$ cat src/rtl/exu_ctrl.sv
`timescale 1ns/1ps
// exu_ctrl: multi-cycle execute-stage sequencer.
//
// Accepts one decoded instruction at a time from the IDU (in_valid/in_ready) and
// time-multiplexes the shared ALU over one or two phases. It drives the LSU store
// request, pulses the register-file/PC write enables at writeback, and halts on
// ebreak, an illegal instruction number, or a store timeout.
//
// Ports:
//   clk, rst            clock, asynchronous active-high reset
//   in_valid/in_ready   instruction handshake; inst_num sampled on accept
//   alu_result          shared ALU output (beq tests it for zero)
//   alu_phase           ALU operation select (0 = first, 1 = second)
//   link_wen/target_wen latch alu_result as link value / next-PC target
//   mem_req/mem_ready   store request and completion
//   reg_wen/pc_wen      writeback pulses; pc_sel picks target (1) or pc+4 (0)
//   halt/err            sticky halt and error
//   retired             retired-instruction counter (wraps)

`ifndef INST_NUM_WIDTH
`define INST_NUM_WIDTH 6
`endif
`ifndef ISA_WIDTH
`define ISA_WIDTH 32
`endif
`ifndef INST_ADD
`define INST_ADD 1
`endif
`ifndef INST_ADDI
`define INST_ADDI 2
`endif
`ifndef INST_AUIPC
`define INST_AUIPC 3
`endif
`ifndef INST_JAL
`define INST_JAL 4
`endif
`ifndef INST_JALR
`define INST_JALR 5
`endif
`ifndef INST_BEQ
`define INST_BEQ 6
`endif
`ifndef INST_SW
`define INST_SW 7
`endif
`ifndef INST_EBREAK
`define INST_EBREAK 8
`endif

module exu_ctrl #(
  parameter int unsigned INST_NUM_WIDTH = `INST_NUM_WIDTH,
  parameter int unsigned ISA_WIDTH      = `ISA_WIDTH,
  parameter int unsigned MEM_TIMEOUT    = 255,
  parameter int unsigned CNT_WIDTH      = 32
) (
  input  logic                      clk,
  input  logic                      rst,
  input  logic                      in_valid,
  output logic                      in_ready,
  input  logic [INST_NUM_WIDTH-1:0] inst_num,
  input  logic [ISA_WIDTH-1:0]      alu_result,
  output logic                      alu_phase,
  output logic                      link_wen,
  output logic                      target_wen,
  output logic                      mem_req,
  input  logic                      mem_ready,
  output logic                      reg_wen,
  output logic                      pc_wen,
  output logic                      pc_sel,
  output logic                      halt,
  output logic                      err,
  output logic [CNT_WIDTH-1:0]      retired
);

  // Wait counter only needs to reach MEM_TIMEOUT before the controller leaves MEM.
  localparam int unsigned WaitW = (MEM_TIMEOUT < 1) ? 1 : $clog2(MEM_TIMEOUT + 1);
  localparam logic [WaitW-1:0] WaitMax = WaitW'(MEM_TIMEOUT);

  localparam logic [INST_NUM_WIDTH-1:0] InstAdd    = INST_NUM_WIDTH'(`INST_ADD);
  localparam logic [INST_NUM_WIDTH-1:0] InstAddi   = INST_NUM_WIDTH'(`INST_ADDI);
  localparam logic [INST_NUM_WIDTH-1:0] InstAuipc  = INST_NUM_WIDTH'(`INST_AUIPC);
  localparam logic [INST_NUM_WIDTH-1:0] InstJal    = INST_NUM_WIDTH'(`INST_JAL);
  localparam logic [INST_NUM_WIDTH-1:0] InstJalr   = INST_NUM_WIDTH'(`INST_JALR);
  localparam logic [INST_NUM_WIDTH-1:0] InstBeq    = INST_NUM_WIDTH'(`INST_BEQ);
  localparam logic [INST_NUM_WIDTH-1:0] InstSw     = INST_NUM_WIDTH'(`INST_SW);
  localparam logic [INST_NUM_WIDTH-1:0] InstEbreak = INST_NUM_WIDTH'(`INST_EBREAK);

  typedef enum logic [2:0] {
    StIdle,
    StExec0,
    StExec1,
    StMem,
    StWb,
    StHalt
  } state_e;

  state_e                      state_q, state_d;
  logic [INST_NUM_WIDTH-1:0]   cur_q, cur_d;
  logic                        taken_q, taken_d;
  logic [WaitW-1:0]            wait_q, wait_d;
  logic [CNT_WIDTH-1:0]        retired_q, retired_d;
  logic                        err_q, err_d;
  logic                        ready_int;

  logic is_jump, is_link, is_beq;

  assign is_jump = (cur_q == InstJal) || (cur_q == InstJalr);
  assign is_link = (cur_q == InstAdd) || (cur_q == InstAddi) || (cur_q == InstAuipc) || is_jump;
  assign is_beq  = (cur_q == InstBeq);

  always_ff @(posedge clk or posedge rst) begin
    if (rst) begin
      state_q   <= StIdle;
      cur_q     <= '0;
      taken_q   <= 1'b0;
      wait_q    <= '0;
      retired_q <= '0;
      err_q     <= 1'b0;
    end else begin
      state_q   <= state_d;
      cur_q     <= cur_d;
      taken_q   <= taken_d;
      wait_q    <= wait_d;
      retired_q <= retired_d;
      err_q     <= err_d;
    end
  end

  always_comb begin
    state_d    = state_q;
    cur_d      = cur_q;
    taken_d    = taken_q;
    wait_d     = '0;  // clears whenever the controller is outside MEM
    retired_d  = retired_q;
    err_d      = err_q;
    ready_int  = 1'b0;
    alu_phase  = 1'b0;
    link_wen   = 1'b0;
    target_wen = 1'b0;
    mem_req    = 1'b0;
    reg_wen    = 1'b0;
    pc_wen     = 1'b0;
    pc_sel     = 1'b0;
    halt       = 1'b0;

    unique case (state_q)
      StIdle: begin
        ready_int = 1'b1;
        if (in_valid) begin
          cur_d   = inst_num;
          state_d = StExec0;
        end
      end
      StExec0: begin
        link_wen = is_link;
        case (cur_q)
          InstAdd, InstAddi, InstAuipc: state_d = StWb;
          InstJal, InstJalr:            state_d = StExec1;
          InstSw:                       state_d = StMem;
          InstBeq: begin
            taken_d = (alu_result == '0);
            state_d = taken_d ? StExec1 : StWb;
          end
          InstEbreak: begin
            // ebreak retires without a writeback.
            state_d   = StHalt;
            retired_d = retired_q + CNT_WIDTH'(1);
          end
          default: begin
            state_d = StHalt;
            err_d   = 1'b1;
          end
        endcase
      end
      StExec1: begin
        alu_phase  = 1'b1;
        target_wen = 1'b1;
        state_d    = StWb;
      end
      StMem: begin
        mem_req = 1'b1;
        // Completion wins over a timeout landing in the same cycle.
        if (mem_ready) begin
          state_d = StWb;
        end else if (wait_q == WaitMax) begin
          state_d = StHalt;
          err_d   = 1'b1;
        end else begin
          wait_d = wait_q + WaitW'(1);
        end
      end
      StWb: begin
        pc_wen    = 1'b1;
        reg_wen   = is_link;
        pc_sel    = is_jump || (is_beq && taken_q);
        retired_d = retired_q + CNT_WIDTH'(1);
        state_d   = StIdle;
      end
      StHalt: begin
        halt = 1'b1;
      end
      default: begin
        state_d = StIdle;
      end
    endcase
  end

  // in_ready must read 0 for the whole time rst is held.
  assign in_ready = ready_int & ~rst;
  assign err      = err_q;
  assign retired  = retired_q;

endmodule

$ cat config.mk
export PLATFORM = sky130hd
export DESIGN_NAME = exu_ctrl
export DESIGN_NICKNAME = d
export VERILOG_FILES = /design/src/rtl/exu_ctrl.sv
export SDC_FILE = /design/constraint.sdc
export NUM_CORES = 1
export LEC_CHECK = 0
export BUFFER_PORTS_ARGS = -buffer_cell sky130_fd_sc_hd__buf_2
export CORE_MARGIN = 2
export CORE_UTILIZATION = 50
export DETAILED_ROUTE_END_ITERATION = 16
export PLACE_DENSITY_LB_ADDON = 0.2
export SETUP_SLACK_MARGIN = 0.5
export SLEW_MARGIN = 20
export SYNTH_ARGS = -nofsm -noshare
export SYNTH_HDL_FRONTEND = slang
export SYNTH_SLANG_ARGS = --single-unit
$ cat constraint.sdc
create_clock -name clk -period 2.7 [get_ports clk]
set_clock_uncertainty 0.2 [all_clocks]
set_input_delay 0.27 -clock clk [delete_from_list [all_inputs] [get_ports clk]]
set_output_delay 0.27 -clock clk [all_outputs]
set_load 0.01 [all_outputs]
* Yosys cells after proc, flatten, opt, wreduce, memory -nomap -nowiden
Cells that the tools add are included.
** Storage, ports and cells
- Bits in registers :: 51
- Memories :: 0
- Bits in read-only memories :: 0
- Bits in latches :: 0
- Output and inout bits :: 42
- Memory bits (writable) :: 0
** Cells by class
- Shift operators :: 0
- Reductions and logical operators :: 18
- Divide/modulo/power cells :: 0
- Mux-type cells :: 23
- Equality and inequality tests :: 20
- Magnitude comparators :: 0
- $mul :: 0
- Add/sub/neg operators :: 2
- Bitwise operators :: 3
** Operators with widths (number)
- $pmux 32 s2 :: 1
- $add 32x1->32 const B :: 1
- $logic_not 32->1 :: 1
- $mux 32 :: 1
- $eq 6x3->1 const B :: 4
- $mux 8 :: 3
- $pmux 3 s5 :: 1
- $eq 6x2->1 const B :: 2
- $mux 3 :: 4
- $pmux 3 s4 :: 1
- $mux 1 :: 11
- $add 8x1->8 const B :: 1
- $eq 8x8->1 const B :: 1
- $ne 2x2->1 const B :: 4
- $reduce_or 8->1 :: 1
- $eq 3x2->1 const B :: 2
- $eq 3x3->1 const B :: 2
- $eq 6x1->1 const B :: 1
- $eq 6x4->1 const B :: 1
- $reduce_and 2->1 :: 3
- $logic_or 1x1->1 :: 5
- $reduce_and 4->1 :: 1
- $reduce_bool 2->1 :: 2
- $eq 3x1->1 const B :: 1
- 10 further kinds :: 11

* Longest topological paths before layout
- Word-level depth :: 5
- Gate-level depth with buffers :: 7
- Mapped depth without buffers :: 6

* Least setup slack after synthesis
No wires, ideal clock.
- Path type :: flip-flop to flip-flop
- Start point :: register cur_q[1]
- End point :: register retired_q[31] (netlist: retired[31])
- Period minus slack after synthesis :: 2171 ps
- Cell stages (with the launch flop) :: 7
- Path slack :: 529 ps
- Arrival :: 1892 ps
- Path buffers :: 1
- Path through :: dfrtp_1 nor3_4 a32oi_2 or4b_1 buf_4 nor4_4 xor2_1
** On the way
- Cells in the longest elaborated chain, start to end :: 3
** RTL lines
- start: declaration :: line 99 : logic [INST_NUM_WIDTH-1:0] cur_q, cur_d;
- start signal: assignment :: line 122 : cur_q <= cur_d;
- $eq 6x4->1 :: line 157 : case (cur_q)
- $ne 2x1->1 (no source line)
- $reduce_and 2->1 (no source line)
- end signal: assignment :: line 125 : retired_q <= retired_d;
- end: declaration :: line 102 : logic [CNT_WIDTH-1:0] retired_q, retired_d;
No other way between the ends.
A chain may end at the register's enable or synchronous reset.

* Worst setup path after layout
- Start point :: register cur_q[0]
- End point :: register retired_q[31] (netlist: retired[31])
The elaborated chain is that of the path after synthesis.

==> impl_results.md <==
- H-tree lvl count: 2
- Synthesized-area fraction occupied by ao, oa, aoi and oai cells: roughly 2.6%
- Number of max-capacitance violations reported: 0
- Power per cell area: 665.3 nW/um^2
- CTS sink cnt: between 50 and 60
- Xor-xnor portion of the synthesized cell area: a little over an eighth
- Data arrival time at the worst-slack endpoint: approximately 2.2 ns
- Post-synthesis sequential area ratio: 50.77%
- Clock latency at the later pin of the worst-skew pair: about 0.30 ns
- Clock tree from TritonCTS: yes
- Number of failing setup endpoints in the final timing report: 0
- Post-detailed-route wirelength per cell: 13.01 microns
- Max VDD drop: ~0.55 mV
- Buf/Inv on CP: 0
- Int Pwr: approximately 1500 uW
- Number of cells in the finished layout apart from fillers: ~410
- Total of flip-flops plus latches after synthesis: 51
- Ordered list of cells on the worst path: nor3_4, a32oi_2, or4b_4, nor4_4, xor2_1
- Gate Count Post-Synth: between 200 and 250
- Static leakage: roughly 0.0017 uW
- Total half-perimeter wirelength after legalization and detailed placement: approximately 4.0 mm
- Minimum clock period after layout: 2.124 ns
- # IOs: 84
- Switching power: slightly above 700 uW
- Top-area cell type share of the netlist area: 50.77%
- Top flip-flop cell by instance count after synthesis: sky130_fd_sc_hd__dfrtp_1
- Count of buffers from port buffering: a little over 80
- Total routing usage reported by global routing: between 20% and 30%
- CP Class: reg -> reg
- Initial cell density of the core: around 53%
- Routability Congestion: between 0.8 and 0.9
- Kind of cell adding the most delay to the critical path: simple AND/OR/NAND/NOR gates
- Root buffer selected by CTS: sky130_fd_sc_hd__clkbuf_8
- Post-Synthesis Net Count: ~280
- X dimension of the die: between 70 and 80 microns
- Synth top cells by count: sky130_fd_sc_hd__dfrtp_1, sky130_fd_sc_hd__nor2_1, sky130_fd_sc_hd__xnor2_1, sky130_fd_sc_hd__nand3_1, sky130_fd_sc_hd__xor2_1
- Switching portion of total power: ~33%
- Setup repair after global routing missed its margin: yes
- Startpoint class of the critical path: flip-flop
- Fmax achieved: about 0.47 GHz
- Path class of the lowest-slack min-delay path: in -> reg
- Data required time at the worst endpoint: roughly 2.7 ns
- Core ar.: between 4000 and 5000 sq um
- Final layout net count: between 300 and 400
- Proportion of synthesized flip-flops having asynchronous set or reset: 100.0%
- Number of placement rows: 25
- Number of antenna violations at the first check in global routing: 0
- Clock network fraction of total power: 23.7%
- Post-synthesis adder-cell area fraction: less than 1%
- Clock transition at path regs: ~0.090 ns
- Post-synthesis area per instance: between 10 and 15 sq um
- Detail-routed via count per cell: around 5.2
- Total of warnings raised by yosys: 0
- Initial DRT Pass Iterations: 4
- Slowest cell on crit path: sky130_fd_sc_hd__or4b_4
- Cells taking the most area after synthesis: sky130_fd_sc_hd__dfrtp_1, sky130_fd_sc_hd__xnor2_1, sky130_fd_sc_hd__xor2_1, sky130_fd_sc_hd__nand3_1, sky130_fd_sc_hd__mux2_2
- Wire length of the first global-routing pass: ~9 mm
- Distinct cell type count of the synthesized netlist: 37
- DRC marker count from the first detailed-route iteration: 92
- Number of global-route vias before repair: between 1500 and 2000
- P&R area growth vs syn: 31.01%
- Logic gate share of total power: about 30%
- Final max-slew violation count: 0
- Share of layout cells above drive strength 1: between 30% and 40%
- Total Routed Length: between 5 and 6 mm
- Clock Tree Buf Depth: 2
- Post-route DRC: 0
- Final worst-path cycle share: between 70% and 80%
- Cell count after placement: roughly 380
- Antenna fix cells: 0
- Remaining global-route overflow: 0
- Count of flip-flops with a built-in enable after synthesis: 0
- Final-layout setup total negative slack: 0 ns
- Part of the power in registers: 46.5%
- Result of the run: complete, no violations
- Combinational family with the most area after synthesis: simple AND/OR/NAND/NOR gates
- Cell type contributing the most total cell area after synthesis: sky130_fd_sc_hd__dfrtp_1
- Die height: between 70 and 80 microns
- Total CTS buffers: 5
- Critical-path maximum fanout: 6
- Critical Path Max Stage Delay: about 0.56 ns
- Die Area: between 5000 and 6000 sq um
- Antenna Violating Nets Remaining: 0
- Measured slew at the worst slew-check pin: just over 0.5 ns
- Via count: roughly 2100
- Rel. slew slack: between 60% and 70%
- Cell with the most instances after synthesis: sky130_fd_sc_hd__dfrtp_1
- Pin count of the biggest net entering global routing: 20
- Multiplexer fraction of the synthesized cell area: 3.584%
- Count of final hold-check violations: 0
- Crit path capture type: flip-flop
- Filler cell count in the final layout: 402
- Post-synthesis share of cell area spent on and, or, nand and nor gates: between 20% and 30%
- Mapped Area: 2514 sq um
## layout by cell type (no fill, tap or decap), types with 2 or more instances in the layout
cell / n
sky130_fd_sc_hd__a21oi_1: 2
sky130_fd_sc_hd__and2_1: 5
sky130_fd_sc_hd__and3_1: 9
sky130_fd_sc_hd__and4_1: 5
sky130_fd_sc_hd__buf_2: 83
sky130_fd_sc_hd__buf_4: 13
sky130_fd_sc_hd__clkbuf_8: 5
sky130_fd_sc_hd__dfrtp_1: 47
sky130_fd_sc_hd__dfrtp_2: 4
sky130_fd_sc_hd__dlygate4sd3_1: 6
sky130_fd_sc_hd__ha_1: 2
sky130_fd_sc_hd__inv_1: 3
sky130_fd_sc_hd__mux2_2: 8
sky130_fd_sc_hd__nand2_1: 15
sky130_fd_sc_hd__nand3_1: 20
sky130_fd_sc_hd__nand4_1: 10
sky130_fd_sc_hd__nor2_1: 18
sky130_fd_sc_hd__nor2_2: 4
sky130_fd_sc_hd__nor3_1: 2
sky130_fd_sc_hd__nor3b_1: 5
sky130_fd_sc_hd__nor4_1: 11
sky130_fd_sc_hd__nor4_2: 2
sky130_fd_sc_hd__xnor2_1: 21
sky130_fd_sc_hd__xor2_1: 17
## stage by stage
step           util, %  cell area (sq um)  setup slack (ns)  hold WS, ns  total power [uW]
3_3_place_gp     63.32               3030            0.3560      0.05764              1585
6_report         68.81               3293            0.5758      0.02064              2191
2_1_floorplan        -               2514            0.5290       0.2217              1401
3_5_place_dp     63.32               3030            0.2996      0.06130              1603
4_1_cts          67.37               3224            0.5197     0.005605              2155
5_1_grt          68.81               3293            0.4386      0.01303              2346
## power groups by stage
stage	Combinational, uW	Clock (uW)	Sequential (uW)
2_1_floorplan	402	0	999
3_3_place_gp	569	0	1020
3_5_place_dp	578	0	1030
4_1_cts	607	534	1010
5_1_grt	730	574	1040
6_report	653	519	1020
## worst register-to-register path: cells and delay by family, from the launching register on
family / cells / cell delay, ns
AND/OR/NAND/NOR: 3 / 1.11
flip-flops: 1 / 0.46
XOR/XNOR: 1 / 0.16
AO/OA/AOI/OAI: 1 / 0.14
## worst paths after layout
| path | startpoint | endpoint | slack (ns) | cells past startpoint |
|---|---|---|---|---|
| min in group asynchronous | rst | retired[9] | 0.28 | 3 |
| min | inst_num[4] | cur_q[4] | 0.02 | 2 |
| max in group asynchronous | rst | retired[2] | 1.45 | 4 |
| max reg2reg | cur_q[0] | retired[31] | 0.58 | 5 |
| max | cur_q[0] | retired[31] | 0.58 | 5 |
| min reg2reg | retired[20] | retired[20] | 0.29 | 1 |
## layer usage
metal / global-route usage (%) / vias to the layer above / wire length (microns)
li1: - / 1037 / -
met1: 28.97 / 1005 / 2465
met2: 33.04 / 40 / 2566
met3: 4.284 / 4 / 220
met4: 3.571 / 0 / 16
met5: 0 / - / 0
## timing repair
action	CTS	global route
buffers inserted	3	4
setup endpoints to repair	8	18
gates resized for setup	3	7
pin swaps	3	4
hold buffers	4	2
endpoints found under the hold margin	17	2
## cell families after synthesis
logic type	Yosys count
AND/OR/NAND/NOR	116
adder cells (fa/ha/maj)	2
multiplexers	8
flip-flops	51
buffers and inverters	11
XOR/XNOR	38
AO/OA/AOI/OAI	8
## sequential cells by signal (all words and copies together) (netlist names)
| name | cells |
|---|---|
| retired | 32 |
| err | 1 |
| wait_q | 8 |
| taken_q | 1 |
| cur_q | 6 |
| state_q | 3 |
## final cells by class
type / count / area, sq um / area share [%]
Tap cell: 67 / 83.83 / 2.546
Sequential cell: 51 / 1281 / 38.91
Inverter: 4 / 15.01 / 0.4559
Multi-Input combinational cell: 172 / 1207 / 36.66
Timing Repair Buffer: 103 / 593.1 / 18.01
Clock inverter: 3 / 43.79 / 1.330
Clock buffer: 5 / 68.82 / 2.090
Power figures use the tool's default switching activity.
